**src/rtl/scic_io_pkg.sv**
```systemverilog
// Shared constants for the SCIC switch/LED I/O port.
package scic_io_pkg;

   // Register select on io_addr
   localparam logic ADDR_DATA   = 1'b0;
   localparam logic ADDR_STATUS = 1'b1;

   // Status word bit positions
   localparam int unsigned ST_NEW    = 0;
   localparam int unsigned ST_OVF    = 1;
   localparam int unsigned ST_MIRROR = 2;
   localparam int unsigned ST_BITS   = 3;

   // Assemble the status word in bit-index order {mirror, overflow, new}
   function automatic logic [ST_BITS-1:0] pack_status(input logic mirror,
                                                      input logic ovf,
                                                      input logic nw);
      logic [ST_BITS-1:0] st;
      st            = '0;
      st[ST_NEW]    = nw;
      st[ST_OVF]    = ovf;
      st[ST_MIRROR] = mirror;
      return st;
   endfunction

endpackage

```
**src/rtl/scic_debounce.sv**
```systemverilog
// Two-flop synchroniser plus stable-count debouncer for a switch bus.
module scic_debounce #(
   parameter int unsigned WIDTH           = 4,
   parameter int unsigned DEBOUNCE_CYCLES = 4
) (
   input  logic             clock,
   input  logic             reset,
   input  logic [WIDTH-1:0] switches_i,
   output logic [WIDTH-1:0] stable_o,
   output logic             update_c
);

   localparam int unsigned      CNT_W    = $clog2(DEBOUNCE_CYCLES) + 1;
   localparam logic [CNT_W-1:0] CNT_LAST = CNT_W'(DEBOUNCE_CYCLES - 1);

   logic [WIDTH-1:0] sync1_q, sync1_d;
   logic [WIDTH-1:0] sync2_q, sync2_d;
   logic [WIDTH-1:0] cand_q, cand_d;
   logic [WIDTH-1:0] stable_q, stable_d;
   logic [CNT_W-1:0] cnt_q, cnt_d;

   // Candidate tracking and stability counting; update fires on the accepting edge
   always_comb begin
      sync1_d  = switches_i;
      sync2_d  = sync1_q;
      cand_d   = cand_q;
      stable_d = stable_q;
      cnt_d    = cnt_q;
      update_c = 1'b0;
      if (sync2_q != cand_q) begin
         cand_d = sync2_q;
         cnt_d  = '0;
      end else if (cand_q != stable_q) begin
         if (cnt_q == CNT_LAST) begin
            stable_d = cand_q;
            cnt_d    = '0;
            update_c = 1'b1;
         end else begin
            cnt_d = cnt_q + CNT_W'(1);
         end
      end else begin
         cnt_d = '0;
      end
   end

   // State registers with synchronous active-low reset
   always_ff @(posedge clock) begin
      if (!reset) begin
         sync1_q  <= '0;
         sync2_q  <= '0;
         cand_q   <= '0;
         stable_q <= '0;
         cnt_q    <= '0;
      end else begin
         sync1_q  <= sync1_d;
         sync2_q  <= sync2_d;
         cand_q   <= cand_d;
         stable_q <= stable_d;
         cnt_q    <= cnt_d;
      end
   end

   assign stable_o = stable_q;

endmodule

```
**src/rtl/scic_io_port.sv**
```systemverilog
// SCIC switch/LED peripheral: debounced switch input with new/overflow flags,
// CPU-written LED register with optional switch mirroring.
module scic_io_port
   import scic_io_pkg::*;
#(
   parameter int unsigned WIDTH           = 4,
   parameter int unsigned DEBOUNCE_CYCLES = 4
) (
   input  logic             clock,
   input  logic             reset,
   input  logic [WIDTH-1:0] switches,
   output logic [WIDTH-1:0] LEDs,
   input  logic             io_addr,
   input  logic             io_rd,
   input  logic             io_wr,
   input  logic [WIDTH-1:0] io_wdata,
   output logic [WIDTH-1:0] io_rdata,
   output logic             sw_ready
);

   logic [WIDTH-1:0] stable;
   logic             update_c;

   logic             new_q, new_d;
   logic             ovf_q, ovf_d;
   logic             mirror_q, mirror_d;
   logic [WIDTH-1:0] led_reg_q, led_reg_d;
   logic [WIDTH-1:0] leds_q, leds_d;
   logic [WIDTH-1:0] rdata_q, rdata_d;

   logic             data_rd_c;
   logic             stat_rd_c;

   scic_debounce #(
      .WIDTH           (WIDTH),
      .DEBOUNCE_CYCLES (DEBOUNCE_CYCLES)
   ) u_debounce (
      .clock      (clock),
      .reset      (reset),
      .switches_i (switches),
      .stable_o   (stable),
      .update_c   (update_c)
   );

   // Flag handshake, register file and LED source selection
   always_comb begin
      new_d     = new_q;
      ovf_d     = ovf_q;
      mirror_d  = mirror_q;
      led_reg_d = led_reg_q;
      rdata_d   = rdata_q;
      data_rd_c = io_rd && (io_addr == ADDR_DATA);
      stat_rd_c = io_rd && (io_addr == ADDR_STATUS);

      // A fresh value always wins over a consuming read
      if (update_c) begin
         new_d = 1'b1;
      end else if (data_rd_c) begin
         new_d = 1'b0;
      end

      // Overflow only when an unread value is overwritten
      if (update_c && new_q && !data_rd_c) begin
         ovf_d = 1'b1;
      end else if (stat_rd_c) begin
         ovf_d = 1'b0;
      end

      // Reads return pre-edge state
      if (data_rd_c) begin
         rdata_d = stable;
      end else if (stat_rd_c) begin
         rdata_d = WIDTH'(pack_status(mirror_q, ovf_q, new_q));
      end

      if (io_wr) begin
         if (io_addr == ADDR_DATA) begin
            led_reg_d = io_wdata;
         end else begin
            mirror_d = io_wdata[0];
         end
      end

      leds_d = mirror_q ? stable : led_reg_q;
   end

   // Registers with synchronous active-low reset
   always_ff @(posedge clock) begin
      if (!reset) begin
         new_q     <= 1'b0;
         ovf_q     <= 1'b0;
         mirror_q  <= 1'b0;
         led_reg_q <= '0;
         leds_q    <= '0;
         rdata_q   <= '0;
      end else begin
         new_q     <= new_d;
         ovf_q     <= ovf_d;
         mirror_q  <= mirror_d;
         led_reg_q <= led_reg_d;
         leds_q    <= leds_d;
         rdata_q   <= rdata_d;
      end
   end

   assign LEDs     = leds_q;
   assign io_rdata = rdata_q;
   assign sw_ready = new_q;

endmodule

```
**config.mk**
```make
export PLATFORM = sky130hd
export DESIGN_NAME = scic_io_port
export DESIGN_NICKNAME = d
export VERILOG_FILES = /design/src/rtl/scic_io_pkg.sv /design/src/rtl/scic_debounce.sv /design/src/rtl/scic_io_port.sv
export SDC_FILE = /design/constraint.sdc
export NUM_CORES = 1
export LEC_CHECK = 0
export BUFFER_PORTS_ARGS = -buffer_cell sky130_fd_sc_hd__buf_2
export CORE_MARGIN = 4
export CORE_UTILIZATION = 49
export DETAILED_ROUTE_END_ITERATION = 10
export PLACE_DENSITY = 0.7
export SYNTH_ARGS = -nofsm -noshare
export SYNTH_HDL_FRONTEND = slang
export SYNTH_HIERARCHICAL = 1
export SYNTH_SLANG_ARGS = --single-unit
```
**constraint.sdc**
```tcl
create_clock -name clock -period 1.9 [get_ports clock]
set_clock_uncertainty 0.2 [all_clocks]
set_input_delay 0.475 -clock clock [delete_from_list [all_inputs] [get_ports clock]]
set_output_delay 0.475 -clock clock [all_outputs]
set_load 0.03 [all_outputs]
```
==> flow_metrics.py, run 1 <==
metrics = {
    "critical_path": {
        "worstSetupEndpointType": "register",
        "rr_worst_depth": 5,
        "worstSetupPathType": "reg -> reg",
        "critPathArrivalTime_ns": 1.81,
        "startpoint_type": "register",
        "rr_endpoint": "ovf_q",
        "critical_path_required_ns": 1.95,
        "rrSetupSlack_ns": 0.14,
        "path_max_fanout": 7,
        "r2r-start": "u_debounce/cand_q[2]",
    },
    "power": {
        "ir_drop_uv": 617.6,
        "powerDensity_mw_per_mm2": 812.8,
        "p_leak_nw": 0.6133,
        "total_power_mw": 1.195,
    },
    "routing": {
        "ant_nets": 0,
        "drc": 0,
        "drt-initial-drc-count": 23,
        "viasPerCell": 4.840,
        "drt_first_pass_iters": 5,
        "routed_wl_um": 2080,
        "num_vias": 847,
        "wl_per_cell_um": 11.89,
    },
    "timing": {
        "hold_viol_final": 0,
        "layout_setup_ws_ns": 0.1442,
        "drv_slew": 0,
        "tns_ns": 0,
        "setup_viol": 0,
        "slew_headroom": 0.7234,
        "post-route-period-util": 0.9241,
        "timing.fmax_mhz": 569.6,
        "timing.hold.ws_ns": 0.1514,
        "worst_pin_slew_ns": 0.4114,
        "rsz0062_at_grt": "no",
        "min_period_ns": 1.756,
    },
    "clock_tree": {
        "cts.path.max_buffers": 2,
        "ctsHoldBuffers": 0,
        "clk_pin_slew_ns": 0.09,
        "post-cts-setup-buffers": 0,
        "cts_root_buf": "clkbuf_4",
        "h-tree-depth": 2,
        "cts_buffers": 5,
        "insertion_delay_ns": 0.32,
        "cts_sinks": 34,
        "cts_resized": 0,
        "tritoncts": "done",
    },
    "layout": {
        "multi_input_area_sq_um": 590.6,
        "n_antenna_cell": 0,
        "num-nets-final": 160,
        "drive_gt1_frac": 0.2069,
        "area_growth_pct": 11.48,
        "postLayoutCoreUtil": 0.5828,
        "final_cell_mix": "dfxtp_1 (34), buf_2 (21), mux2i_1 (15)",
        "fin_area_sq_mm": 0.001470,
        "seq_area_sq_um": 680.7,
        "fillers": 227,
        "finalNonFillerCells": 175,
        "final_common_cell": "dfxtp_1",
    },
    "floorplanning": {
        "die_x_um": 59.88,
        "die_h_um": 59.88,
        "start_util": 0.5228,
        "core_sq_mm": 0.002522,
        "dieArea_sq_mm": 0.003586,
        "top_level_ports": 22,
        "rows": 18,
    },
    "placed_design": {
        "placed_cells_incl_taps": 168,
        "pre_cts_ws_ns": 0.1508,
        "placed_area_sq_mm": 0.001425,
        "hpwlAfterDp_um": 1468,
        "finalWeightedCongestion": 0.7392,
        "port_buffers": 21,
    },
    "global_routing": {
        "grt_pass1_wl_um": 3705,
        "gr-total-overflow": 0,
        "grt_pass1_vias": 806,
        "gr-usage-all-layers": 0.1437,
        "grt_max_degree": 30,
        "antenna_found_initial": 0,
    },
    "synth": {
        "synth-xor-area-share": 0.05313,
        "synth_fp_nets": 138,
        "synth.cell_area_sq_mm": 0.001319,
        "synth_cell_types": 25,
        "ys_ff_latch": 34,
        "synth_top_family_by_area": "simple AND/OR/NAND/NOR gates",
        "synth_mux_area_frac": 0.1139,
        "synth_simple_gate_area_frac": 0.2154,
        "avgSynthCellArea_sq_um": 10.72,
        "ys_seq_area_frac": 0.5161,
        "synth_warnings": 6,
        "syn_inst": 123,
        "synth_compound_area_frac": 0.04649,
        "synth-adder-area-share": 0.01898,
    },
    "hold_path": {
        "whs_endpoint": "u_debounce/sync1_q[3]",
        "worstHoldStart": "switches[3]",
        "hold_class": "in -> reg",
        "min_path_cells": 2,
    },
    "run": {
        "drv_cap": 0,
    },
    "outcome": {
        "status": "finished, final reports clean",
    },
}
==> cells by family (layout without fill, tap and decap cells) <==
family,count (synthesis),after routing
AND/OR/NAND/NOR,45,45
flip-flops,34,34
multiplexers,15,15
AO/OA/AOI/OAI,11,11
XOR/XNOR,8,8
buffers and inverters,8,30
adder cells (fa/ha/maj),2,2
==> synthesized netlist by cell type, drive strengths merged <==
cell	n	share of area
and2	13	0.062
nor4	1	0.0095
xor2	4	0.027
mux2i	15	0.11
nand3b	1	0.0057
nor4b	1	0.0066
ha	2	0.019
clkbuf	3	0.0085
a31oi	1	0.0047
o21ai	3	0.011
nand2	11	0.031
a21boi	2	0.011
nor2b	12	0.063
dfxtp	34	0.52
nand2b	2	0.0095
nor3b	2	0.020
inv	1	0.0028
xnor2	4	0.027
nand4	1	0.0047
a21oi	5	0.019
nand3	1	0.0038
buf	4	0.025
==> report_power, final <==
group | internal [mW] | leakage (nW) | switching, mW
clock network | 0.139 | 0.0254 | 0.213
registers | 0.734 | 0.277 | 0.0122
logic | 0.0450 | 0.310 | 0.0515
total | 0.918 | 0.613 | 0.277
==> how the worst max path moves through the flow <==
stage	startpoint	to	slack (ns)	depth (start not counted)
2_1_floorplan	u_debounce/cand_q[1]	ovf_q	0.34	5
3_3_place_gp	u_debounce/cand_q[2]	ovf_q	0.24	5
3_5_place_dp	u_debounce/cand_q[2]	ovf_q	0.15	5
4_1_cts	u_debounce/cand_q[2]	ovf_q	0.13	5
5_1_grt	u_debounce/cand_q[2]	ovf_q	0.003	5
6_report	u_debounce/cand_q[2]	ovf_q	0.14	5
==> metal layers <==
metal  global-route usage  vias up  share of wire
li1                     -      450              -
met1               0.1931      372           0.50
met2               0.1898       21           0.43
met3              0.05832        4          0.055
met4              0.08544        0          0.017
met5                    0        -              0
==> final cells by class <==
cell class              count  area share
flip-flops and latches     34      0.4630
multi-input cells          81      0.4017
repair buffers             22     0.07660
clock buffers               7     0.03064
well taps                  30     0.02553
inverters                   1    0.002553
==> registers in the layout, indices dropped and copies added (netlist names), 3 cells and up <==
name                 flops
u_debounce/sync1_q       4
u_debounce/stable_o      4
u_debounce/sync2_q       4
LEDs                     4
u_debounce/cand_q        4
u_debounce/cnt_q         3
io_rdata                 4
led_reg_q                4
==> worst max-delay path, cell delays in order (launching register included) <==
cell and delay, ns:
dfxtp_1 0.41, xnor2_1 0.14, nand4_1 0.18, nor3b_4 0.42, a31oi_1 0.14, nor3b_1 0.18
No activity file was read; power rests on OpenSTA's default activity.
==> run 2: changes to the inputs <==
--- a/config.mk
+++ b/config.mk
@@ -9,7 +9,8 @@
 export CORE_MARGIN = 4
 export CORE_UTILIZATION = 49
 export DETAILED_ROUTE_END_ITERATION = 10
-export PLACE_DENSITY = 0.7
+export PLACE_DENSITY = 0.71
+export REMOVE_ABC_BUFFERS = 1
 export SYNTH_ARGS = -nofsm -noshare
 export SYNTH_HDL_FRONTEND = slang
 export SYNTH_HIERARCHICAL = 1
==> run 2 against run 1 <==
Compared with the run above: worst setup slack improved by 0.030 ns; cell area unchanged; combinational power about the same; non-clock buffer count unchanged; final cell count unchanged; worst hold slack improved by 0.0064 ns; via count increased by 2.0%; register-to-register slack improved by 0.03 ns; maximum frequency increased by 1.7%; sequential share of layout area unchanged; sequential power about the same.
==> flow_metrics.py, run 2 (synthesis gave the netlist of run 1 again) <==
metrics = {
    "floorplanning": {
        "core_sq_mm": 0.002522,
        "top_level_ports": 22,
        "die_h_um": 59.88,
        "start_util": 0.5228,
        "dieArea_sq_mm": 0.003586,
        "die_x_um": 59.88,
        "rows": 18,
    },
    "critical_path": {
        "startpoint_type": "register",
        "rr_worst_depth": 5,
        "rr_endpoint": "ovf_q",
        "path_max_fanout": 7,
        "crit_path_start": "u_debounce/cand_q[2]",
        "crit_path_end": "ovf_q",
        "r2r-start": "u_debounce/cand_q[2]",
        "critical_path_required_ns": 1.94,
        "critPathArrivalTime_ns": 1.77,
        "worstSetupEndpointType": "register",
        "worstSetupPathType": "reg -> reg",
        "rrSetupSlack_ns": 0.17,
    },
    "placed_design": {
        "hpwlAfterDp_um": 1584,
        "port_buffers": 21,
        "placed_cells_incl_taps": 168,
        "finalWeightedCongestion": 0.7689,
    },
    "timing": {
        "timing.fmax_mhz": 579.4,
        "slew_headroom": 0.7366,
        "worst_pin_slew_ns": 0.3918,
        "post-route-period-util": 0.9084,
        "setup_viol": 0,
        "rsz0062_at_grt": "no",
        "drv_slew": 0,
        "hold_viol_final": 0,
        "min_period_ns": 1.726,
        "tns_ns": 0,
    },
    "outcome": {
        "status": "finished, final reports clean",
    },
    "routing": {
        "ant_nets": 0,
        "wl_per_cell_um": 12.07,
        "drt_first_pass_iters": 4,
        "viasPerCell": 4.937,
        "drt-initial-drc-count": 33,
        "drc": 0,
        "num_vias": 864,
        "routed_wl_um": 2112,
    },
    "clock_tree": {
        "cts_root_buf": "clkbuf_4",
        "cts_resized": 0,
        "insertion_delay_ns": 0.32,
        "cts_buffers": 5,
        "cts_sinks": 34,
        "tritoncts": "done",
        "post-cts-setup-buffers": 0,
        "cts.path.max_buffers": 2,
        "clk_pin_slew_ns": 0.09,
        "ctsHoldBuffers": 0,
        "h-tree-depth": 2,
    },
    "power": {
        "powerDensity_mw_per_mm2": 808.1,
        "p_switching_mw": 0.2696,
        "power_frac_comb": 0.081,
        "swShare": 0.2269,
        "p_leak_nw": 0.6133,
        "seqPwrFrac": 0.628,
        "p_int_mw": 0.9184,
        "p_clk_frac": 0.291,
        "ir_drop_uv": 584.5,
    },
    "global_routing": {
        "gr-usage-all-layers": 0.1382,
        "grt_pass1_wl_um": 3608,
        "gr-total-overflow": 0,
        "grt_pass1_vias": 855,
        "antenna_found_initial": 0,
        "grt_max_degree": 24,
    },
    "layout": {
        "drive_gt1_frac": 0.2069,
        "final_cell_mix": "dfxtp_1 (34), buf_2 (21), mux2i_1 (15)",
        "finalNonFillerCells": 175,
        "n_antenna_cell": 0,
        "final_common_cell": "dfxtp_1",
        "num-nets-final": 160,
        "area_growth_pct": 11.48,
    },
    "run": {
        "drv_cap": 0,
    },
    "hold_path": {
        "hold_class": "in -> reg",
    },
}
[run 2: metal layers]
metal  up-vias  routed length (um)  global-route usage
met5         -                   0                   0
met2        21                1025              0.2315
met3         5                 124             0.04536
met1       390                 918              0.1527
met4         0                  43             0.07595
li1        448                   -                   -
[run 2: critical path: stages, from the launching register on]
cell and delay (ns):
dfxtp_1 0.40, xnor2_1 0.14, nand4_1 0.18, nor3b_4 0.41, a31oi_1 0.14, nor3b_1 0.19
[run 2: stage by stage]
step	hold slack (ns)	power (mW)	setup WS, ns	util	cell area [sq um]
finish	0.1578	1.188	0.1740	0.5828	1470
global route	0.1456	1.258	0.01513	0.5828	1470
CTS	0.1417	1.214	0.1480	0.5828	1470
detailed placement	0.2194	0.8612	0.1623	0.5650	1425
global placement	0.2075	0.8566	0.2486	0.5650	1425
floorplan	0.1984	0.8191	0.3392	-	1275
[run 2: area by class of cell]
type,instances,area (sq um)
Timing Repair Buffer,22,112.6
Tap cell,30,37.54
Sequential cell,34,680.7
Clock buffer,7,45.04
Fill cell,254,1052
Inverter,1,3.754
Multi-Input combinational cell,81,590.6
[run 2: power groups by stage]
stage               Combinational (mW)  Sequential [mW]  Clock (mW)
floorplan                       0.0474            0.772           0
global placement                0.0944            0.762           0
detailed placement              0.0978            0.763           0
CTS                             0.0982            0.747       0.369
global route                     0.107            0.749       0.402
finish                          0.0963            0.746       0.346
[run 2: worst min-delay path by stage]
stage / slack (ns) / depth (start not counted) / startpoint / end
CTS: 0.14 / 2 / switches[2] / u_debounce/sync1_q[2]
finish: 0.16 / 2 / switches[2] / u_debounce/sync1_q[2]
detailed placement: 0.22 / 1 / u_debounce/cnt_q[0] / u_debounce/cnt_q[0]
global route: 0.15 / 2 / switches[2] / u_debounce/sync1_q[2]
floorplan: 0.20 / 1 / u_debounce/cnt_q[0] / u_debounce/cnt_q[0]
global placement: 0.21 / 1 / u_debounce/cnt_q[0] / u_debounce/cnt_q[0]
